### config.mk
export PLATFORM = sky130hd
export DESIGN_NAME = flash_reader
export DESIGN_NICKNAME = d
export VERILOG_FILES = /design/src/rtl/flash_reader.sv
export SDC_FILE = /design/constraint.sdc
export NUM_CORES = 1
export LEC_CHECK = 0
export CAP_MARGIN = 20
export CELL_PAD_IN_SITES_DETAIL_PLACEMENT = 1
export CELL_PAD_IN_SITES_GLOBAL_PLACEMENT = 2
export CORE_ASPECT_RATIO = 0.7
export CORE_MARGIN = 2
export CORE_UTILIZATION = 40
export DETAILED_ROUTE_END_ITERATION = 8
export MAX_ROUTING_LAYER = met4
export PLACE_DENSITY = 0.89
export SLEW_MARGIN = 20
export SYNTH_ARGS = -nofsm -noshare
export SYNTH_HDL_FRONTEND = slang
export SYNTH_SLANG_ARGS = --single-unit
### constraint.sdc
create_clock -name clk -period 5.7 [get_ports clk]
set_input_delay 1.14 -clock clk [delete_from_list [all_inputs] [get_ports clk]]
set_output_delay 1.14 -clock clk [all_outputs]
set_load 0.02 [all_outputs]
### src/rtl/flash_reader.sv
// flash_reader: SPI mode-0 master that streams a block of bytes out of a
// serial flash using the single-byte READ command, presenting each received
// byte with a one-cycle valid strobe.
module flash_reader #(
  parameter int unsigned StartupWaitCycles = 0,
  parameter int unsigned ByteCountBitWidth = 16,
  parameter logic [7:0]  ReadCommand       = 8'h03
) (
  input  logic                         clk,
  input  logic                         rst_n,
  input  logic                         start,
  input  logic [23:0]                  address,
  input  logic [ByteCountBitWidth-1:0] byte_count,
  output logic                         busy,
  output logic [7:0]                   data_out,
  output logic                         data_out_valid,
  output logic                         done,
  output logic                         flash_clk,
  output logic                         flash_mosi,
  input  logic                         flash_miso,
  output logic                         flash_cs_n
);

  typedef enum logic [1:0] {
    StStartup,
    StIdle,
    StShift,
    StRead
  } state_t;

  localparam state_t ResetState = (StartupWaitCycles != 0) ? StStartup : StIdle;
  localparam logic [ByteCountBitWidth-1:0] OneByte = ByteCountBitWidth'(1);

  state_t                         state;
  state_t                         state_next;
  logic [31:0]                    startup_cnt;
  logic                           phase;        // 0 = L half (flash_clk low), 1 = H half
  logic [4:0]                     bit_cnt;
  logic [31:0]                    tx_sr;        // {command, address}, MSB leaves first
  logic [7:0]                     rx_sr;
  logic [ByteCountBitWidth-1:0]   bytes_left;
  logic                           shift_last;
  logic                           byte_end;

  // End-of-phase decodes shared by next-state and datapath logic
  always_comb begin
    shift_last = phase && (bit_cnt == 5'd31);
    byte_end   = phase && (bit_cnt == 5'd7);
  end

  // State register
  always_ff @(posedge clk or negedge rst_n) begin
    if (!rst_n) begin
      state <= ResetState;
    end else begin
      state <= state_next;
    end
  end

  // Next-state logic
  always_comb begin
    state_next = state;
    unique case (state)
      StStartup: if (startup_cnt == StartupWaitCycles - 1) state_next = StIdle;
      StIdle:    if (start && (byte_count != '0)) state_next = StShift;
      StShift:   if (shift_last) state_next = StRead;
      StRead:    if (byte_end && (bytes_left == OneByte)) state_next = StIdle;
      default:   state_next = ResetState;
    endcase
  end

  // Datapath: startup counter, bit timing, shift registers and strobes
  always_ff @(posedge clk or negedge rst_n) begin
    if (!rst_n) begin
      startup_cnt    <= '0;
      phase          <= 1'b0;
      bit_cnt        <= '0;
      tx_sr          <= '0;
      rx_sr          <= '0;
      bytes_left     <= '0;
      data_out       <= '0;
      data_out_valid <= 1'b0;
      done           <= 1'b0;
    end else begin
      data_out_valid <= 1'b0;
      done           <= 1'b0;
      unique case (state)
        StStartup: begin
          startup_cnt <= startup_cnt + 32'd1;
        end
        StIdle: begin
          if (start) begin
            if (byte_count == '0) begin
              done <= 1'b1;
            end else begin
              tx_sr      <= {ReadCommand, address};
              bytes_left <= byte_count;
              phase      <= 1'b0;
              bit_cnt    <= '0;
            end
          end
        end
        StShift: begin
          phase <= ~phase;
          if (phase) begin
            tx_sr   <= {tx_sr[30:0], 1'b0};
            bit_cnt <= shift_last ? 5'd0 : bit_cnt + 5'd1;
          end
        end
        StRead: begin
          phase <= ~phase;
          // miso is captured on the edge that raises flash_clk (end of L)
          if (!phase) begin
            rx_sr <= {rx_sr[6:0], flash_miso};
          end else if (byte_end) begin
            bit_cnt        <= '0;
            data_out       <= rx_sr;
            data_out_valid <= 1'b1;
            bytes_left     <= bytes_left - OneByte;
            if (bytes_left == OneByte) done <= 1'b1;
          end else begin
            bit_cnt <= bit_cnt + 5'd1;
          end
        end
        default: ;
      endcase
    end
  end

  // Output decode: chip select and SPI clock follow the state directly so a
  // reset releases the bus in the same instant
  always_comb begin
    busy       = (state != StIdle);
    flash_cs_n = !((state == StShift) || (state == StRead));
    flash_clk  = ((state == StShift) || (state == StRead)) && phase;
    flash_mosi = (state == StShift) && tx_sr[31];
  end

endmodule
==> flow_results.xml <==
<?xml version="1.0" encoding="UTF-8"?>
<metrics>
  <group name="yosys">
    <metric name="synth_cells" unit="">488</metric>
    <metric name="per_instance_average_area_after_synthesis" unit="um^2">10.7</metric>
    <metric name="yosys_warn_count" unit="">0</metric>
    <metric name="synth_top_cells_by_count" unit="">dfrtp_1, nand2_1, mux2i_1</metric>
    <metric name="post_synth_instance_area" unit="um^2">5210</metric>
    <metric name="synth-edff-count" unit="">0</metric>
    <metric name="netlist.area_leader.share" unit="">0.505</metric>
    <metric name="synth_flop_cell" unit="">dfrtp_1</metric>
    <metric name="postSynthNetCount" unit="">541</metric>
    <metric name="ys_seq_elements" unit="">106</metric>
    <metric name="yosys.cell_count.top_type" unit="">dfrtp_1</metric>
    <metric name="synthTopCellsByArea" unit="">dfrtp_1, mux2i_1, mux2_2</metric>
    <metric name="synth_sequential_area_ratio" unit="">0.510</metric>
    <metric name="ffs_w_async_s_r_synth" unit="">1.00</metric>
    <metric name="synth_cell_types" unit="">62</metric>
    <metric name="yosysTopAreaCell" unit="">dfrtp_1</metric>
  </group>
  <group name="sta">
    <metric name="fin_setup_tns" unit="ps">0</metric>
    <metric name="timing.final.hold_violations" unit="">0</metric>
    <metric name="headroom_to_the_max_slew_limit" unit="">0.414</metric>
    <metric name="worst_clock_skew" unit="ps">11.0</metric>
    <metric name="max_slew.worst_pin.slew" unit="ps">879</metric>
    <metric name="setup_viol" unit="">0</metric>
    <metric name="report.final.slew_viol_count" unit="">0</metric>
    <metric name="post-route-min-period" unit="ps">3870</metric>
    <metric name="rsz0062_at_grt" unit="">no</metric>
    <metric name="maxClockFrequency" unit="MHz">258</metric>
    <metric name="min_period_over_period" unit="">0.680</metric>
  </group>
  <group name="clocking">
    <metric name="cts_buffer_count" unit="">9</metric>
    <metric name="cts_post_setup_buffers_inserted" unit="">0</metric>
    <metric name="clk-insertion-delay-late" unit="ps">350</metric>
    <metric name="cts-root-to-sink-buffers" unit="">2</metric>
    <metric name="post_cts_hold_buffer_count" unit="">0</metric>
    <metric name="cts_resized" unit="">0</metric>
    <metric name="ctsRootBufferMaster" unit="">clkbuf_16</metric>
    <metric name="tritoncts" unit="">yes</metric>
    <metric name="numClockSinks" unit="">106</metric>
    <metric name="h-tree-depth" unit="">3</metric>
    <metric name="clkSlewWorstSetupHoldPaths" unit="ps">70</metric>
  </group>
  <group name="pwr">
    <metric name="powerDensity" unit="nW/um^2">470</metric>
    <metric name="max-vdd-ir-drop" unit="mV">0.197</metric>
    <metric name="power.static_leakage" unit="nW">2.68</metric>
  </group>
  <group name="setup_path">
    <metric name="critical-path-max-stage-delay" unit="ps">740</metric>
    <metric name="worst-endpoint-arrival" unit="ps">2730</metric>
    <metric name="crit_chain" unit="">ha_1 -&gt; nor2_1 -&gt; nor2b_1 -&gt; clkdlybuf4s50_1</metric>
    <metric name="worst-path-max-fanout" unit="">20</metric>
    <metric name="end_kind" unit="">output port</metric>
    <metric name="cp-start-kind" unit="">flip-flop</metric>
    <metric name="critPathKind" unit="">flip-flop to output port</metric>
    <metric name="crit_required" unit="ps">4560</metric>
    <metric name="worstPathBufferInverterCount" unit="">1</metric>
    <metric name="critical_path.top_delay_family" unit="">adder cells</metric>
    <metric name="crit_slowest_cell" unit="">ha_1</metric>
  </group>
  <group name="global_routing">
    <metric name="grt_usage" unit="">0.200</metric>
    <metric name="via_count_of_the_first_global_routing_pass" unit="">4201</metric>
    <metric name="grt_max_degree" unit="">60</metric>
    <metric name="grt_antenna_before_repair" unit="">0</metric>
    <metric name="wire_length_of_the_first_global_routing_pass" unit="um">21600</metric>
    <metric name="global_route.overflow_total" unit="">0</metric>
  </group>
  <group name="floorplanning">
    <metric name="die-area" unit="um^2">14000</metric>
    <metric name="die_height" unit="um">99.5</metric>
    <metric name="design.core.area" unit="um^2">12500</metric>
    <metric name="start_util" unit="">0.415</metric>
    <metric name="die_width" unit="um">140</metric>
    <metric name="core.rowCount" unit="">34</metric>
    <metric name="io-pin-count" unit="">58</metric>
  </group>
  <group name="detailed_routing">
    <metric name="vias" unit="">3915</metric>
    <metric name="met3RoutedLength" unit="um">615</metric>
    <metric name="detailedRoute.firstIterationViolations" unit="">227</metric>
    <metric name="viasPerCell" unit="">5.52</metric>
    <metric name="top_signal_layer_used" unit="">met4</metric>
    <metric name="first_pass_iters" unit="">4</metric>
    <metric name="routed_wire_length_per_instance" unit="um">17.7</metric>
    <metric name="route.layer.met1.wl" unit="um">6260</metric>
    <metric name="ant_nets" unit="">0</metric>
    <metric name="wl" unit="um">12600</metric>
    <metric name="routed-wl-met2" unit="um">5580</metric>
    <metric name="drc" unit="">0</metric>
  </group>
  <group name="cells_and_area">
    <metric name="layout-drive-gt1-share" unit="">0.124</metric>
    <metric name="area_delta_synth_final" unit="%">18.8</metric>
    <metric name="antenna_cells_inserted" unit="">0</metric>
    <metric name="post_layout_nets" unit="">596</metric>
    <metric name="final_cells" unit="">709</metric>
  </group>
  <group name="run">
    <metric name="maxCapViolations" unit="">0</metric>
  </group>
  <group name="placement">
    <metric name="routabilityCongestion" unit="">0.784</metric>
    <metric name="placed_cells" unit="">694</metric>
    <metric name="numPortBuffers" unit="">57</metric>
    <metric name="dp_hpwl" unit="um">8940</metric>
  </group>
  <group name="status">
    <metric name="status" unit="">finished, final reports clean</metric>
  </group>
  <group name="worst_hold_path">
    <metric name="hold_class" unit="">flip-flop to flip-flop</metric>
  </group>
</metrics>
## per-layer routing
layer,up-vias,GRT usage
li1,1864,-
met1,1969,0.278
met2,72,0.298
met3,10,0.0453
met4,0,0.0521
met5,-,-
## cells in the final DEF (no fill, tap or decap), types with 18 or more instances in the layout
| cell | n |
|---|---|
| o21ai_0 | 26 |
| nand3_1 | 18 |
| mux2i_1 | 27 |
| o21ai_1 | 19 |
| mux2_2 | 19 |
| clkdlybuf4s50_1 | 56 |
| xnor2_1 | 21 |
| dfrtp_1 | 105 |
| nand2_1 | 53 |
## power breakdown
group / leakage, nW / internal (mW) / total [mW] / switching (mW)
sequential: 1.37 / 0.977 / 1.18 / 0.206
clock: 0.127 / 0.298 / 0.585 / 0.287
combinational: 1.18 / 0.496 / 1.14 / 0.644
total: 2.68 / 1.77 / 2.91 / 1.14
## final cells by class
type | instances | area [um^2]
well taps | 162 | 203
clock inverters | 5 | 40.0
inverters | 13 | 48.8
flip-flops and latches | 106 | 2650
clock buffers | 10 | 229
repair buffers | 63 | 617
fillers | 1374 | 6360
multi-input cells | 350 | 2390
## worst paths after layout
check / startpoint / end / slack (ps) / depth (start not counted)
max in group asynchronous: rst_n / state[1] / 3690 / 2
min: startup_cnt[28] / startup_cnt[28] / 470 / 1
min reg2reg: startup_cnt[28] / startup_cnt[28] / 470 / 1
max reg2reg: state[0] / bytes_left[3] / 2770 / 7
min in group asynchronous: rst_n / rx_sr[0] / 810 / 1
max: state[0] / flash_clk / 1830 / 4
## cells by family after synthesis
family | share of synthesized area
compound gates | 0.122
xor+xnor | 0.0521
fa+ha+maj | 0.0216
buf+inv | 0.0310
flops | 0.510
mux | 0.0959
simple gates | 0.168
## stage by stage
| stage | setup WS (ps) | utilization | total power, mW | cell area, um^2 | hold WS (ps) |
|---|---|---|---|---|---|
| after floorplan | 2990 | - | 2.01 | 5210 | 438 |
| after detailed placement | 2030 | 0.471 | 2.34 | 5910 | 459 |
| after global routing | 1660 | 0.493 | 3.16 | 6190 | 500 |
| after CTS | 1820 | 0.493 | 2.94 | 6180 | 471 |
| final | 1830 | 0.493 | 2.91 | 6190 | 470 |
| after global placement | 1760 | 0.470 | 2.24 | 5900 | 455 |
## sequential cells by signal, summed over array words and instances, names as in the netlist
signal / flops
bytes_left: 16
bit_cnt: 5
startup_cnt: 32
data_out_valid: 1
rx_sr: 8
state: 2
phase: 1
data_out: 8
done: 1
tx_sr: 32
## worst register-to-register path, cell delays in order (launching register included)
cell,delay [ps]
dfstp_2,550
ha_1,740
nand4b_1,260
o22ai_1,280
o2111ai_1,420
buf_4,320
o22ai_1,140
a21oi_1,70
No activity file was read; power rests on OpenSTA's default activity.
